`config.mk`:
```
export PLATFORM = sky130hd
export DESIGN_NAME = rr_reg_arbiter_flat
export DESIGN_NICKNAME = d
export VERILOG_FILES = /design/src/rtl/rr_reg_arbiter_pkg.sv /design/src/rtl/rr_reg_arbiter_if.sv /design/src/rtl/rr_reg_arbiter_pick.sv /design/src/rtl/rr_reg_arbiter.sv /design/src/flat_wrapper.sv
export SDC_FILE = /design/constraint.sdc
export NUM_CORES = 1
export LEC_CHECK = 0
export CELL_PAD_IN_SITES_DETAIL_PLACEMENT = 1
export CELL_PAD_IN_SITES_GLOBAL_PLACEMENT = 1
export CORE_MARGIN = 1.5
export CORE_UTILIZATION = 29
export CTS_CLUSTER_SIZE = 10
export DETAILED_ROUTE_END_ITERATION = 10
export HOLD_SLACK_MARGIN = 0.05
export PLACE_DENSITY_LB_ADDON = 0.12
export SLEW_MARGIN = 15
export SYNTH_ARGS = -nofsm -noshare
export SYNTH_HDL_FRONTEND = slang
export SYNTH_SLANG_ARGS = --single-unit
```
`constraint.sdc`:
```
create_clock -name clk -period 2.38 [get_ports clk]
set_input_delay 0.476 -clock clk [delete_from_list [all_inputs] [get_ports clk]]
set_output_delay 0.476 -clock clk [all_outputs]
set_load 0.1 [all_outputs]
```
`src/rtl/rr_reg_arbiter_pkg.sv`:
```
// rr_arb_pkg: shared types and helpers for the round-robin register arbiter.
package rr_arb_pkg;
    typedef enum logic {IDLE, OWN} state_e;

    function automatic int idx_w(input int n);
        return (n > 1) ? $clog2(n) : 1;
    endfunction
endpackage

```
`src/rtl/rr_reg_arbiter_if.sv`:
```
// rr_reg_arbiter_if: requester-side bus of the shared-register arbiter.
interface rr_reg_arbiter_if
    import rr_arb_pkg::*;
#(
    parameter int N_REQ  = 4,
    parameter int DATA_W = 8
);
    logic [N_REQ-1:0]        req;
    logic [N_REQ-1:0]        lock;
    logic [N_REQ*DATA_W-1:0] wdata;
    logic [N_REQ-1:0]        gnt;
    logic [idx_w(N_REQ)-1:0] owner;
    logic [DATA_W-1:0]       q;
    logic                    q_valid;
    logic                    busy;

    modport master (output req, lock, wdata, input gnt, owner, q, q_valid, busy);
    modport slave  (input req, lock, wdata, output gnt, owner, q, q_valid, busy);
endinterface

```
`src/rtl/rr_reg_arbiter_pick.sv`:
```
// rr_pick: first asserted request at or after ptr, wrapping at N-1 -> 0.
module rr_pick
    import rr_arb_pkg::*;
#(
    parameter int N = 4,
    localparam int IW = idx_w(N)
) (
    input  logic [N-1:0]  req_i,
    input  logic [IW-1:0] ptr_i,
    output logic [IW-1:0] idx_o,
    output logic          any_o
);
    logic [IW-1:0] c;

    assign any_o = |req_i;

    // Scan farthest offset first so the nearest one at/after ptr wins last.
    always_comb begin
        idx_o = '0;
        c     = '0;
        for (int i = N - 1; i >= 0; i--) begin
            c = IW'((int'(ptr_i) + i) % N);
            if (req_i[c]) idx_o = c;
        end
    end
endmodule

```
`src/rtl/rr_reg_arbiter.sv`:
```
// rr_reg_arbiter: round-robin owner of a shared DATA_W register with bounded
// lock bursts; a release hands over to the next requester on the same edge.
module rr_reg_arbiter
    import rr_arb_pkg::*;
#(
    parameter int N_REQ    = 4,
    parameter int DATA_W   = 8,
    parameter int MAX_HOLD = 4
) (
    input logic              clk,
    input logic              rst,
    rr_reg_arbiter_if.slave  bus
);
    localparam int IW = idx_w(N_REQ);
    localparam int HW = idx_w(MAX_HOLD);

    state_e             state_q, state_d;
    logic [N_REQ-1:0]   gnt_q, gnt_d;
    logic [IW-1:0]      owner_q, owner_d, ptr_q, ptr_d, nxt_ptr, pick_ptr, pick_idx;
    logic [HW-1:0]      hold_q, hold_d;
    logic [DATA_W-1:0]  q_q, q_d;
    logic               q_valid_q, q_valid_d, pick_any, wr, rel;

    assign nxt_ptr  = (owner_q == IW'(N_REQ - 1)) ? '0 : owner_q + 1'b1;
    assign wr       = (state_q == OWN) && bus.req[owner_q];
    assign rel      = (state_q == OWN) && (!bus.req[owner_q] || !bus.lock[owner_q] ||
                      (wr && hold_q == HW'(MAX_HOLD - 1)));
    assign pick_ptr = (state_q == OWN) ? nxt_ptr : ptr_q;

    rr_pick #(.N(N_REQ)) u_pick (
        .req_i (bus.req),
        .ptr_i (pick_ptr),
        .idx_o (pick_idx),
        .any_o (pick_any)
    );

    always_comb begin
        state_d   = state_q;
        gnt_d     = gnt_q;
        owner_d   = owner_q;
        ptr_d     = ptr_q;
        hold_d    = hold_q;
        q_d       = wr ? bus.wdata[owner_q*DATA_W +: DATA_W] : q_q;
        q_valid_d = wr;
        if (wr) hold_d = hold_q + 1'b1;
        if (rel) ptr_d = nxt_ptr;
        if ((state_q == IDLE || rel) && pick_any) begin
            state_d = OWN;
            gnt_d   = {{(N_REQ-1){1'b0}}, 1'b1} << pick_idx;
            owner_d = pick_idx;
            hold_d  = '0;
        end else if (rel) begin
            state_d = IDLE;
            gnt_d   = '0;
            owner_d = '0;
            hold_d  = '0;
        end
    end

    always_ff @(posedge clk) begin
        if (rst) begin
            state_q   <= IDLE;
            gnt_q     <= '0;
            owner_q   <= '0;
            ptr_q     <= '0;
            hold_q    <= '0;
            q_q       <= '0;
            q_valid_q <= 1'b0;
        end else begin
            state_q   <= state_d;
            gnt_q     <= gnt_d;
            owner_q   <= owner_d;
            ptr_q     <= ptr_d;
            hold_q    <= hold_d;
            q_q       <= q_d;
            q_valid_q <= q_valid_d;
        end
    end

    assign bus.gnt     = gnt_q;
    assign bus.owner   = owner_q;
    assign bus.q       = q_q;
    assign bus.q_valid = q_valid_q;
    assign bus.busy    = (state_q == OWN);
endmodule

```
`src/flat_wrapper.sv`:
```
// flat-port wrapper written by rule: the top's interface ports become plain ports
module rr_reg_arbiter_flat import rr_arb_pkg::*;
#(
    parameter int N_REQ    = 4,
    parameter int DATA_W   = 8,
    parameter int MAX_HOLD = 4
)
  (clk, rst, bus_req, bus_lock, bus_wdata, bus_gnt, bus_owner, bus_q, bus_q_valid, bus_busy);
  rr_reg_arbiter_if #(.N_REQ(N_REQ), .DATA_W(DATA_W)) bus_i ();
  input logic clk;
  input logic rst;
  input wire logic [$bits(bus_i.req)-1:0] bus_req;
  input wire logic [$bits(bus_i.lock)-1:0] bus_lock;
  input wire logic [$bits(bus_i.wdata)-1:0] bus_wdata;
  output wire logic [$bits(bus_i.gnt)-1:0] bus_gnt;
  output wire logic [$bits(bus_i.owner)-1:0] bus_owner;
  output wire logic [$bits(bus_i.q)-1:0] bus_q;
  output wire logic [$bits(bus_i.q_valid)-1:0] bus_q_valid;
  output wire logic [$bits(bus_i.busy)-1:0] bus_busy;
  assign bus_i.req = bus_req;
  assign bus_i.lock = bus_lock;
  assign bus_i.wdata = bus_wdata;
  assign bus_gnt = bus_i.gnt;
  assign bus_owner = bus_i.owner;
  assign bus_q = bus_i.q;
  assign bus_q_valid = bus_i.q_valid;
  assign bus_busy = bus_i.busy;
  rr_reg_arbiter #(.N_REQ(N_REQ), .DATA_W(DATA_W), .MAX_HOLD(MAX_HOLD)) u_core (.clk(clk), .rst(rst), .bus(bus_i));
endmodule
```
Word level (Yosys, flattened, before mapping)
Cells that the tools add are included.
{"block": "word_totals", "regBits": 20, "input_bits": 42, "out_inout_bits": 16, "elab_cells": 58}
{"block": "op_classes", "n_addsub": 5, "n_lt_le_gt_ge": 5, "n_eq_ne": 2, "n_shift": 2, "muxes": 24, "bitwise": 1, "n_reduce_logical": 12}
{"op": "32-bit by 6-bit indexed part select with 8-bit output", "n": 1}
{"op": "2-bit two-way mux", "n": 8}
{"op": "2-bit by 3-bit less-than comparator with 1-bit output, second input constant", "n": 5}
{"op": "1-bit binary-select mux with 2-bit select", "n": 6}
{"op": "1-bit two-way mux", "n": 8}
{"op": "4-bit two-way mux", "n": 2}
{"op": "2-bit by 1-bit adder with 2-bit output, second input constant", "n": 3}
{"op": "2-bit adder, second input constant", "n": 2}
{"op": "2-bit equality test, second input constant", "n": 2}
{"op": "1-bit logical AND", "n": 4}
{"op": "4-bit OR reduction", "n": 1}
{"op": "1-bit by 2-bit left shift with 4-bit output, first input constant", "n": 1}
{"op": "1-bit logical OR", "n": 3}
{"op": "3-bit OR reduction", "n": 1}
{"op": "1-bit logical NOT", "n": 2}
{"op": "2-bit nonzero test", "n": 1}
{"op": "1-bit inverter", "n": 1}

Longest topological paths before layout
{"block": "depth", "word_depth": 12, "mapped_depth": 6}

Cells and area by module
Synthesis repeated with hierarchy kept, for this count alone.
{"block": "unflattened", "hier_cells": 111, "hier_area_um2": 1113.6}
{"module": "rr_reg_arbiter", "instances": 1, "cells_each": 98, "area_per_inst_um2": 1036.0, "seq_area_each_um2": 400.4}
{"module": "rr_pick", "instances": 1, "cells_each": 13, "area_per_inst_um2": 77.6, "seq_area_each_um2": 0.0}

Worst setup path after synthesis
No wires, ideal clock.
{"block": "synth_timing", "path_type": "register -> register", "from": "register u_core.state_q, in the netlist u_core.bus.busy", "to": "register u_core.gnt_q[2], in the netlist u_core.bus.gnt[2]", "setup_time_ns": 0.119, "t_arrival_ns": 2.397, "t_required_ns": 2.261, "path_slack_ns": -0.136, "path_stages_with_launch": 7, "synth_period_minus_slack_ns": 2.516, "path_cell_list": "dfxtp_1 > buf_4 > or3b_4 > a211o_1 > a21oi_1 > and3b_4 > a32o_1"}
{"block": "synth_between", "elab_chain_len": 10, "word_cells_on_any_way": 26, "classes_between": "add/sub (3); shift (1); mux (14); bitwise (1); reduce/logical (7)"}
{"item": "from (decl)", "line_no": "rr_reg_arbiter.sv:17", "text": "state_e state_q, state_d;"}
{"item": "from (signal assigned)", "line_no": "rr_reg_arbiter.sv:70", "text": "state_q <= state_d;"}
{"item": "2-bit two-way mux", "line_no": "rr_reg_arbiter.sv:28", "text": "assign pick_ptr = (state_q == OWN) ? nxt_ptr : ptr_q;"}
{"item": "2-bit adder", "line_no": "rr_reg_arbiter_pick.sv:22", "text": "c = IW'((int'(ptr_i) + i) % N);"}
{"item": "1-bit binary-select mux with 2-bit select", "line_no": "rr_reg_arbiter_pick.sv:23", "text": "if (req_i[c]) idx_o = c;"}
{"item": "1-bit two-way mux (implied by the code)", "line_no": "rr_reg_arbiter_pick.sv:23"}
{"item": "2-bit two-way mux (4 in series)", "line_no": "rr_reg_arbiter_pick.sv:23"}
{"item": "1-bit by 2-bit left shift with 4-bit output", "line_no": "rr_reg_arbiter.sv:49", "text": "gnt_d = {{(N_REQ-1){1'b0}}, 1'b1} << pick_idx;"}
{"item": "4-bit two-way mux", "line_no": "rr_reg_arbiter.sv:47", "text": "if ((state_q == IDLE || rel) && pick_any) begin"}
{"item": "to (signal assigned)", "line_no": "rr_reg_arbiter.sv:71", "text": "gnt_q <= gnt_d;"}
{"item": "to (decl)", "line_no": "rr_reg_arbiter.sv:18", "text": "logic [N_REQ-1:0] gnt_q, gnt_d;"}
Parallel ways exist; a longest one is shown, timed or not. The select of a mux whose other input is x is not followed.
A chain may end at the register's enable or synchronous reset.

Worst setup path after layout
{"block": "layout_timing", "from": "input bus_req[3]", "to": "register u_core.gnt_q[2], in the netlist u_core.bus.gnt[2]"}
{"block": "layout_between", "elab_chain_len": 9, "word_cells_on_any_way": 26, "classes_between": "shift (1); mux (15); reduce/logical (10)"}
{"item": "from (decl)", "line_no": "flat_wrapper.sv:12", "text": "input wire logic [$bits(bus_i.req)-1:0] bus_req;"}
{"item": "parallel branches: the longest is 9 deep, another holds 1-bit by 2-bit left shift with 4-bit output"}
Several ways; the timed one is not identified. The select of a mux whose other input is x is not followed.

==> run summary <==
The run finished with clean final reports. In this run the mean area of a mapped cell was 11.0 um2. For the required time of the critical path, the log shows 2.54 ns. The run gives 31.0% as the initial cell density of the core. Between clock sinks in the finished design, the worst skew comes to 0.00226 ns. The die covers 4410 um2. The setup slack of the most critical reg-to-reg path was 0.38 ns. The via count of the first global-routing pass is 1142.

Setup violations remaining at the end of the flow were counted as 0. After synthesis, the most frequently instantiated cells are dfxtp_1 (20), nor2_1 (15), mux2i_1 (14). In the post-synthesis netlist, the biggest area contributors are dfxtp_1 (34%), mux4_2 (15%), mux2i_1 (12%). In this run the power spent charging and discharging nets is 514 uW.

The count of input and output buffers is 57. The run gives 1 as the number of levels in the clock H-tree. The worst setup path is launched from an input pin.

The netlist uses 36 different library cells. For the worst flop-to-flop path, the logic depth is 6. 0 antenna diodes ended up in the layout. The overall die width works out to 66.4 um. Total number of vias: 1062. Across the run, the number of max-cap violations was 0.

In this run, post-CTS hold repair placed 0 buffers. The fmax came out at 479 MHz. Most frequent cell after synthesis: dfxtp_1. The total global-route track usage is 16.5%, and the number of enable-type register cells in the synthesized netlist is 0. The proportion of netlist area held by the largest area contributor is 34.3%.

The first global-routing pass estimated 5.49 mm of wire. The routed design has 3.41 mm of wire. The logs give 2.68 mm for the half-perimeter wire length after detailed placement and 47.4% for the relative contribution of combinational cells to total power. TritonCTS built the clock tree. The logs give 0 for the final count of hold timing violations and 31.4% for the part of the power in registers. The max-slew violation count was 0. The max-slew headroom at the worst pin was 74.6%. The launch point of the worst reg-to-reg path was u_core.bus.owner[1]. The synthesized netlist occupies a cell area of 1170 um2. Internal power comes to 750 uW.

After clock tree synthesis, the clock-pin slew on the worst setup and hold paths is 0.08 ns. The min-delay analysis places its worst path in the category reg -> reg. The area growth from synthesis to layout works out to 55.4%. The portion of the clock cycle consumed by the worst path in the final layout came out at 87.7%. Net switching is 40.6% of the power. Clock tree synthesis selected as its root buffer the cell clkbuf_8.

The total clock sinks was 20. Measured along the y axis, the die boundary spans 66.4 um. In this run the worst path has a maximum fanout of 6. Synthesis handed over a netlist of 106 instances.

When the netlist entered floorplanning its net count stood at 150. The count of cells in the finished layout, fillers not included, comes to 214. The total placed cells including tap cells is 210.

The top flip-flop cell by instance count after synthesis is dfxtp_1. The detail route stage leaves a number of antenna-violating nets equal to 0. In this run the most critical hold path is launched from u_core.bus.gnt[0].

Once the clock tree was built, the setup fixing pass inserted 0 buffers. The final layout contains 211 nets. The worst hold path depth is 1, and the final core utilization is 48.1%. Setup repair after global routing left no endpoint under its margin.

The share of total power in the clock network was 21.2%; the total core area was 3770 um2. For the number of remaining DRC errors, the log shows 0. For this run, the number of Yosys warnings is 0.

The number of clock buffers inserted by TritonCTS is 3. The number of gates resized after CTS was 0. The worst setup path is captured at a flip-flop. The logs give 0.26 ns for the clock latency on the worst-skew pair and 0.766 nW for the leakage power.

Routability-driven placement finished with a final weighted congestion of 0.721. The wire length per cell is 15.9 um, and the initial DRC count is 28. The power density over the cells was 696 nW/um2. At the pin with the least slew margin, the transition time is 0.381 ns. The tools report the reg-to-reg endpoint as u_core.bus.gnt[2]. Data on the critical path arrives at its endpoint at 2.24 ns.

The worst hold path terminates at u_core.bus.gnt[0]. The logs give 22 for the number of standard-cell rows in the floorplan and 58 for the I/O pin total. In the routed layout, each cell is associated on average with a via count of 4.96. The tools report the register area share after synthesis as 34.3%.

The logs give 0 for the total congestion overflow and 0.000340 V for the peak supply drop. The cell type with the largest total area after synthesis was dfxtp_1. The number of detailed-route iterations in the first pass was 4. The tightest hold path in the finished design has a slack of 0.477 ns. The post-route minimum period works out to 2.09 ns. In the synthesized netlist the async set-or-reset flop fraction comes to 0%. The critical path in this run is classified as in -> reg. Of the cells placed in the final design, the portion with a size suffix greater than 1 is 28.3%. The synthesized design contains 20 register bits. Entering global routing, the biggest net connects 14 pins.

The maximum buffer depth of the clock tree is 2, and the number of antenna violations at the first check in global routing is 0.
-- state kept, by name, indices dropped and copies added (netlist names) --
signal and cells:
u_core.bus.q 8, u_core.ptr_q 2, u_core.bus.q_valid 1, u_core.bus.busy 1, u_core.hold_q 2, u_core.bus.owner 2, u_core.bus.gnt 4
-- placed cells by master (no fill, tap or decap), types with 2 or more instances in the layout --
cell type / Yosys / routed
clkdlybuf4s50_1: 0 / 41
buf_4: 2 / 21
dfxtp_1: 20 / 17
nor2_1: 15 / 15
mux2i_1: 14 / 14
mux4_2: 8 / 8
nor2b_1: 5 / 5
clkbuf_8: 0 / 4
mux2_2: 3 / 3
dfxtp_2: 0 / 3
nand2b_1: 2 / 2
inv_1: 2 / 2
a21oi_1: 2 / 2
nand4_1: 2 / 2
o21ai_0: 2 / 2
o2bb2ai_1: 2 / 2
and2_1: 2 / 2
a22o_1: 2 / 2
ha_1: 2 / 2
-- power groups by stage --
stage	Clock, mW	Sequential, mW	Combinational [mW]
detailed placement	0	0.404	0.601
global placement	0	0.404	0.593
finish	0.268	0.397	0.599
global route	0.289	0.403	0.633
CTS	0.275	0.397	0.604
floorplan	0	0.616	0.220
-- routing by layer --
metal	vias to the layer above	wire, um	global-route usage, %
li1	515	-	-
met1	510	1450	21.0
met2	31	1690	27.3
met3	6	223	3.92
met4	0	44	5.36
met5	-	0	0
-- metrics by stage --
stage	cell area, um2	worst slack [ns]	power [mW]	setup TNS (ns)
2_1_floorplan	1170	0.199	0.836	0
3_3_place_gp	1760	0.105	0.997	0
3_5_place_dp	1760	-0.00154	1.01	-0.00154
4_1_cts	1810	0.280	1.28	0
5_1_grt	1810	0.201	1.32	0
6_report	1810	0.293	1.26	0
-- how the worst max path moves through the flow --
stage | slack (ns) | cells past startpoint | endpoint | startpoint
4_1_cts | 0.28 | 6 | u_core.bus.gnt[2] | bus_req[3]
3_5_place_dp | -0.002 | 6 | u_core.bus.gnt[2] | bus_req[3]
3_3_place_gp | 0.10 | 6 | u_core.bus.gnt[2] | bus_req[3]
5_1_grt | 0.20 | 6 | u_core.bus.gnt[2] | bus_req[3]
6_report | 0.29 | 6 | u_core.bus.gnt[2] | bus_req[3]
2_1_floorplan | 0.20 | 6 | u_core.bus.gnt[2] | u_core.bus.busy
-- logic make-up after synthesis --
family | count (synthesis) | synth area share, %
XOR/XNOR | 1 | 0.750
adder cells (fa/ha/maj) | 2 | 2.14
AND/OR/NAND/NOR | 33 | 15.2
AO/OA/AOI/OAI | 16 | 11.9
buffers and inverters | 8 | 4.07
flip-flops | 20 | 34.3
multiplexers | 26 | 31.6
-- critical path, stage by stage --
cell and delay [ns]:
clkdlybuf4s50_1 0.50, or4_1 0.55, nor2b_1 0.17, o21ai_0 0.15
inv_1 0.12, a32o_1 0.27
-- area by class of cell --
type / instances / area (um2)
clock buffer: 4 / 55.1
fill: 419 / 1960
inverter: 2 / 7.51
multi-input combinational: 78 / 719
sequential: 20 / 404
tap: 48 / 60.1
timing repair buffer: 62 / 568
No activity file was read; power rests on OpenSTA's default activity.
